### config.mk
export PLATFORM = sky130hd
export DESIGN_NAME = mem_arbiter
export DESIGN_NICKNAME = d
export VERILOG_FILES = /design/src/rtl/mem_arb_pkg.sv /design/src/rtl/mem_arbiter_rr_pick.sv /design/src/rtl/mem_arbiter.sv
export SDC_FILE = /design/constraint.sdc
export NUM_CORES = 1
export LEC_CHECK = 0
export ABC_CLOCK_PERIOD_IN_PS = 2610
export BUFFER_PORTS_ARGS = -buffer_cell sky130_fd_sc_hd__buf_2
export CORE_MARGIN = 3
export CORE_UTILIZATION = 40
export DETAILED_ROUTE_END_ITERATION = 6
export PLACE_DENSITY = 0.72
export SKIP_LAST_GASP = 1
export SLEW_MARGIN = 15
export SYNTH_ARGS = -nofsm -noshare
export SYNTH_HDL_FRONTEND = slang
export SYNTH_HIERARCHICAL = 1
export SYNTH_SLANG_ARGS = --single-unit
### constraint.sdc
create_clock -name clk -period 2.61 [get_ports clk]
set_input_delay 0.1305 -clock clk [delete_from_list [all_inputs] [get_ports clk]]
set_output_delay 0.1305 -clock clk [all_outputs]
set_load 0.05 [all_outputs]
### src/rtl/mem_arb_pkg.sv
// Shared types for the unified-memory arbiter.
// FSM state encoding, grant codes and default widths.
package mem_arb_pkg;

  localparam int AW_DEF = 32;
  localparam int DW_DEF = 32;

  typedef enum logic [1:0] {
    IDLE = 2'd0,
    BUSY = 2'd1,
    RESP = 2'd2
  } state_t;

  localparam logic M0 = 1'b0;
  localparam logic M1 = 1'b1;

endpackage

### src/rtl/mem_arbiter_rr_pick.sv
// Two-way round-robin chooser: on a tie the requester
// that was not granted last wins. Ports: req0/req1/last in, valid/winner out.
module rr_pick (
  input  logic req0,
  input  logic req1,
  input  logic last,
  output logic valid,
  output logic winner
);

  assign valid  = req0 | req1;
  assign winner = (req0 & req1) ? ~last : req1;

endmodule

### src/rtl/mem_arbiter.sv
// Single-port memory arbiter for the CPU (m0) and loader (m1).
// Ports: m0_*/m1_* requester handshakes, mem_* memory side, clk, reset.
module mem_arbiter
  import mem_arb_pkg::*;
#(
  parameter int AW      = AW_DEF,
  parameter int DW      = DW_DEF,
  parameter int TIMEOUT = 15
) (
  input  logic          clk,
  input  logic          reset,
  input  logic          m0_req,
  input  logic          m0_we,
  input  logic [AW-1:0] m0_addr,
  input  logic [DW-1:0] m0_wdata,
  output logic          m0_ready,
  output logic [DW-1:0] m0_rdata,
  output logic          m0_err,
  input  logic          m1_req,
  input  logic          m1_we,
  input  logic [AW-1:0] m1_addr,
  input  logic [DW-1:0] m1_wdata,
  output logic          m1_ready,
  output logic [DW-1:0] m1_rdata,
  output logic          m1_err,
  output logic          mem_en,
  output logic          mem_we,
  output logic [AW-1:0] mem_addr,
  output logic [DW-1:0] mem_wdata,
  input  logic [DW-1:0] mem_rdata,
  input  logic          mem_ack
);

  localparam int CW = $clog2(TIMEOUT + 1);
  localparam logic [CW-1:0] CNT_LAST = CW'(TIMEOUT - 1);

  state_t        state, nxt;
  logic [CW-1:0] cnt;
  logic          grant, last_grant;
  logic          we_q, err_q;
  logic [DW-1:0] rdata_q;
  logic          pick_valid, pick_winner;
  logic          tmo;

  rr_pick u_pick (
    .req0   (m0_req),
    .req1   (m1_req),
    .last   (last_grant),
    .valid  (pick_valid),
    .winner (pick_winner)
  );

  assign tmo = (cnt == CNT_LAST);

  always_ff @(posedge clk) begin
    if (reset) state <= IDLE;
    else       state <= nxt;
  end

  always_comb begin
    nxt = state;
    case (state)
      IDLE:    if (pick_valid) nxt = BUSY;
      BUSY:    if (mem_ack || tmo) nxt = RESP;
      RESP:    nxt = IDLE;
      default: nxt = IDLE;
    endcase
  end

  always_ff @(posedge clk) begin
    if (reset) begin
      cnt        <= '0;
      grant      <= M0;
      last_grant <= M1;
      we_q       <= 1'b0;
      mem_addr   <= '0;
      mem_wdata  <= '0;
      rdata_q    <= '0;
      err_q      <= 1'b0;
    end else begin
      case (state)
        IDLE: begin
          if (pick_valid) begin
            grant      <= pick_winner;
            last_grant <= pick_winner;
            cnt        <= '0;
            we_q       <= pick_winner ? m1_we    : m0_we;
            mem_addr   <= pick_winner ? m1_addr  : m0_addr;
            mem_wdata  <= pick_winner ? m1_wdata : m0_wdata;
          end
        end
        BUSY: begin
          cnt <= cnt + 1'b1;
          // ack beats a simultaneous timeout
          if (mem_ack) begin
            rdata_q <= we_q ? '0 : mem_rdata;
            err_q   <= 1'b0;
          end else if (tmo) begin
            rdata_q <= '0;
            err_q   <= 1'b1;
          end
        end
        default: ;
      endcase
    end
  end

  always_comb begin
    mem_en   = (state == BUSY);
    mem_we   = mem_en & we_q;
    m0_ready = (state == RESP) & (grant == M0);
    m1_ready = (state == RESP) & (grant == M1);
    m0_rdata = m0_ready ? rdata_q : '0;
    m1_rdata = m1_ready ? rdata_q : '0;
    m0_err   = m0_ready & err_q;
    m1_err   = m1_ready & err_q;
  end

endmodule

After elaboration in Yosys (flattened, before gate mapping)
Index checks and enable logic that the tools add are counted.

word-level totals
  register bits = 106
  bits in latches = 0
  bits in writable memories = 0
  ROM bits = 0
  input port bits = 167
  output and inout port bits = 134
  word-level logic and storage cells = 48
  memories = 0

cells by class
  add/subtract/negate cells = 1
  $mul = 0
  divide/modulo/power cells = 0
  $lt $le $gt $ge = 0
  equal/unequal tests = 5
  shift-type cells = 0
  mux-type cells = 16
  bitwise operators = 9
  reductions and logical operators = 8

operator list
  kind                                                 count
  2-to-1 mux 32 bit                                    7
  case mux 4 bit (2 select lines)                      1
  AND reduction 2 bit                                  4
  bitwise AND 1 bit                                    6
  adder 4 x 1 -> 4 bit, second input constant          1
  equality test 4 bit, second input constant           1
  2-to-1 mux 1 bit                                     4
  2-to-1 mux 2 bit                                     2
  2-to-1 mux 4 bit                                     1
  case mux 2 bit (2 select lines)                      1
  nonzero test 2 bit                                   2
  equality test 2 x 1 -> 1 bit, second input constant  1
  equality test 2 bit, second input constant           1
  zero test 2 bit                                      1
  != test 2 x 1 -> 1 bit, second input constant        1
  != test 2 bit, second input constant                 1
  inverter 1 bit                                       2
  logical OR 1 bit                                     1
  OR 1 bit                                             1

Logic depth before layout (Yosys ltp)
  word-level depth = 4
  mapped depth = 6
  depth with buffers taken out = 5

By module
The synthesis kept the hierarchy.

by module, submodules not included
  module       instances  cells an instance  area an instance (µm²)  seq. area each (µm²)
  mem_arbiter  1          482                4795.8                  2122.0
  rr_pick      1          2                  13.8                    0.0

Least setup slack after synthesis
OpenSTA, ideal clock, no wires.

  kind = register -> output
  start = register state[0]
  end = output m1_rdata[22]
  arrival time = 1822 ps
  required time = 2480 ps
  slack = 657 ps
  stages on the path, launching flop included = 5
  path buffers = 2
  cells stage by stage = dfxtp_1 -> buf_2 -> and3b_1 -> clkbuf_1 -> and2_1

on the way
  cells in the longest elaborated chain, start to end = 3

RTL lines
  item                    line                RTL
  from (decl)             mem_arbiter.sv:37   state_t state, nxt;
  from (signal assigned)  mem_arbiter.sv:57   else state <= nxt;
  equality test 2 bit     mem_arbiter.sv:112  m1_ready = (state == RESP) & (grant == M1);
  bitwise AND 1 bit       mem_arbiter.sv:112
  net m1_ready            mem_arbiter.sv:23   output logic m1_ready,
  2-to-1 mux 32 bit       mem_arbiter.sv:114  m1_rdata = m1_ready ? rdata_q : '0;
  to (decl)               mem_arbiter.sv:24   output logic [DW-1:0] m1_rdata,

The timed path passes the listed nets, and every way through them passes these cells.

Worst setup path after layout
  start = register state[1]
  end = output m0_rdata[12]

on the way
  cells in the longest elaborated chain, start to end = 3

RTL lines
  item                 line                RTL
  equality test 2 bit  mem_arbiter.sv:111  m0_ready = (state == RESP) & (grant == M0);
  bitwise AND 1 bit    mem_arbiter.sv:111
  2-to-1 mux 32 bit    mem_arbiter.sv:113  m0_rdata = m0_ready ? rdata_q : '0;
  to (decl)            mem_arbiter.sv:17   output logic [DW-1:0] m0_rdata,

No other way between the ends.

==> metrics.yaml <==
synthesis:
  ys_ff_latch: 106
  synth_cell_type_count: 34
  yosysSeqAreaShare: 0.4412
  netlist_area_um2: 4810
  synth-async-reset-ratio: 0
  syn_area_per_cell_um2: 9.937
  synthCells: 484
  synth_flop_cell: "dfxtp_1"
  yosysWarningCount: 6
  synthesis.nets: 653
  synth_edf_count: 0
setup_path:
  crit_cells: 4
  critPathBufInv: 2
  ff2ff_path_depth: 6
  critPathCaptureType: "output port"
  critPathTopFamily: "buffers and inverters"
  start_kind: "flop"
  cpMaxStageDelayCell: "dfxtp_1"
  critPathRequiredTime_ns: 2.48
  arrival_ns: 1.72
  crit_chain: "nor3b_2, buf_4, and2_1, buf_2"
  cp_slowest_stage_delay_ns: 0.43
  worstPathMaxFanout: 34
  path_class: "flop to output port"
sta:
  hold-worst-slack_ns: 0.01200
  relSlewSlack: 0.5634
  skew_ns: 0.01114
  rsz0062_at_grt: "no"
  period_share: 0.7095
  setup_violations: 0
  finalHoldViolCount: 0
  max_freq_mhz: 540.0
  fin_crit_ns: 1.852
  worst_slew_pin_slew_ns: 0.6549
  drv_slew: 0
  layout_setup_ws_ns: 0.7581
  tns_ns: 0
route:
  vias: 4550
  drtIter0Drc: 181
  wl_per_cell_um: 15.10
  routed_via_density: 4.935
  drc: 0
  drt_wl_total_um: 13920
  ant_nets: 0
  drtPass1Iterations: 4
global_route:
  grt_pass1_vias: 4284
  grt_antenna_before_repair: 2
  grt_usage: 0.1977
  grt_start_max_net_pins: 87
  grt-ovfl-total: 0
  grt_pass1_wl_um: 21100
layout:
  area_delta_synth_final_pct: 40.97
  fin_nets: 943
  layout-drive-gt1-share: 0.4519
  n_antenna_cell: 0
  nFillCells: 989
power_and_ir_drop:
  power_leakage_nw: 3.383
  finalPower_mw: 4.362
  peakVddDrop_v: 0.0003430
  power.density_nw_per_um2: 643.3
floorplanning:
  fp.dieW_um: 115.7
  die_area_um2: 13380
  initial_core_util: 0.4159
  placementRows: 39
  die_h_um: 115.7
  coreArea_um2: 11560
  ios: 301
clock_tree:
  h-tree-depth: 3
  cts_sinks: 106
  cts_made_buffers: 9
  cts_max_path_buffers: 2
  clk_pin_slew_ns: 0.07
  cts_tree: "built"
  postCtsSetupRepairBufs: 0
  root_buffer: "clkbuf_16"
  clock_latency_ns: 0.34
run_status:
  status: "complete, no violations"
place:
  place_ws_ns: 0.9705
  dp_hpwl_um: 10640
  gp_congestion: 0.7744
  portBuffers: 300
min_path:
  hold_depth: 2
  hold_path.class: "input pin to flop"
run:
  cap_violations: 0
==> flip-flops by register name, summed over array words and instances (netlist names) <==
signal      count
cnt             4
err_q           1
grant           1
last_grant      1
mem_addr       32
mem_wdata      32
rdata_q        32
state           2
we_q            1
==> timing repair <==
| item | CTS | global route |
|---|---|---|
| endpoints found under the hold margin | 13 | 0 |
| hold buffers | 13 | 0 |
| gates resized for setup | 0 | 0 |
==> logic make-up (layout without fill, tap and decap cells) <==
logic type / after synthesis / count (layout) / share of synthesized area
adders and majority gates: 2 / 2 / 0.005202
DFF: 106 / 106 / 0.4412
muxes: 65 / 65 / 0.1353
buffers and inverters: 45 / 340 / 0.04839
AOI/OAI and AO/OA: 111 / 111 / 0.1990
and+or+nand+nor: 155 / 155 / 0.1709
==> synthesized netlist by cell type, types with 2 or more instances <==
cell	n	share of area
buf_2	21	0.022
clkbuf_1	12	0.0094
nor3b_2	2	0.0052
ha_1	2	0.0052
a21oi_1	6	0.0062
nand3_1	3	0.0031
nor2_1	66	0.052
nand3b_1	2	0.0031
mux2i_1	65	0.14
a211oi_2	20	0.052
dfxtp_1	106	0.44
buf_4	5	0.0078
a22o_1	32	0.058
a211oi_1	46	0.072
a31oi_1	3	0.0039
nand2_1	7	0.0055
and2_1	67	0.087
buf_6	2	0.0047
buf_1	2	0.0016
==> where the power goes <==
part	total, mW	switching [mW]	internal (mW)
Clock	1.32	0.574	0.741
Combinational	1.19	0.813	0.382
Sequential	1.85	0.0849	1.77
Total	4.36	1.47	2.89
==> stage by stage <==
| step | std cells | util | cell area, µm² |
|---|---|---|---|
| 3_5_place_dp | 893 | 0.5501 | 6362 |
| 3_3_place_gp | 893 | 0.5501 | 6362 |
| 6_report | 922 | 0.5863 | 6780 |
| 2_1_floorplan | 484 | - | 4810 |
| 5_1_grt | 922 | 0.5863 | 6780 |
| 4_1_cts | 922 | 0.5863 | 6780 |
==> layout by cell type (no fill, tap or decap), drive strengths merged <==
master / count
a21oi: 7
nor2: 66
and2: 67
bufinv: 1
or3b: 1
nor3: 1
buf: 309
nor3b: 2
dfxtp: 106
nor4b: 1
inv: 2
nand3: 3
a22o: 32
a31o: 1
o21bai: 1
and3b: 1
ha: 2
a21boi: 1
nand3b: 2
nand2: 7
nand2b: 2
mux2i: 65
or3: 1
clkinvlp: 2
clkinv: 2
dlygate4sd3: 13
a211oi: 66
or2: 1
clkbuf: 11
a31oi: 3
==> metal layers <==
metal  global-route usage  share of wire  wire [µm]
met3              0.05117          0.076       1053
met4              0.05104         0.0088        123
met5                    0         0.0017         23
met1               0.2257           0.40       5563
met2               0.3665           0.51       7159
==> layout make-up <==
type	instances	area, µm²	share of cell area
Sequential cell	106	2122	0.3130
Timing Repair Buffer	322	1712	0.2524
Tap cell	143	178.9	0.02639
Clock buffer	11	232.7	0.03432
Clock inverter	5	55.05	0.008120
Inverter	2	7.507	0.001107
Multi-Input combinational cell	333	2472	0.3646
==> path summary, 6_finish.rpt <==
kind	from	endpoint	slack [ns]
max	state[1]$_SDFFE_PP0P_	m0_rdata[12]	0.76
min	mem_rdata[7]	rdata_q[7]$_SDFFE_PP0P_	0.01
max reg2reg	cnt[0]$_SDFFE_PP0P_	rdata_q[23]$_SDFFE_PP0P_	0.95
min reg2reg	grant$_SDFFE_PP0P_	grant$_SDFFE_PP0P_	0.48
No activity file was read; power rests on OpenSTA's default activity.
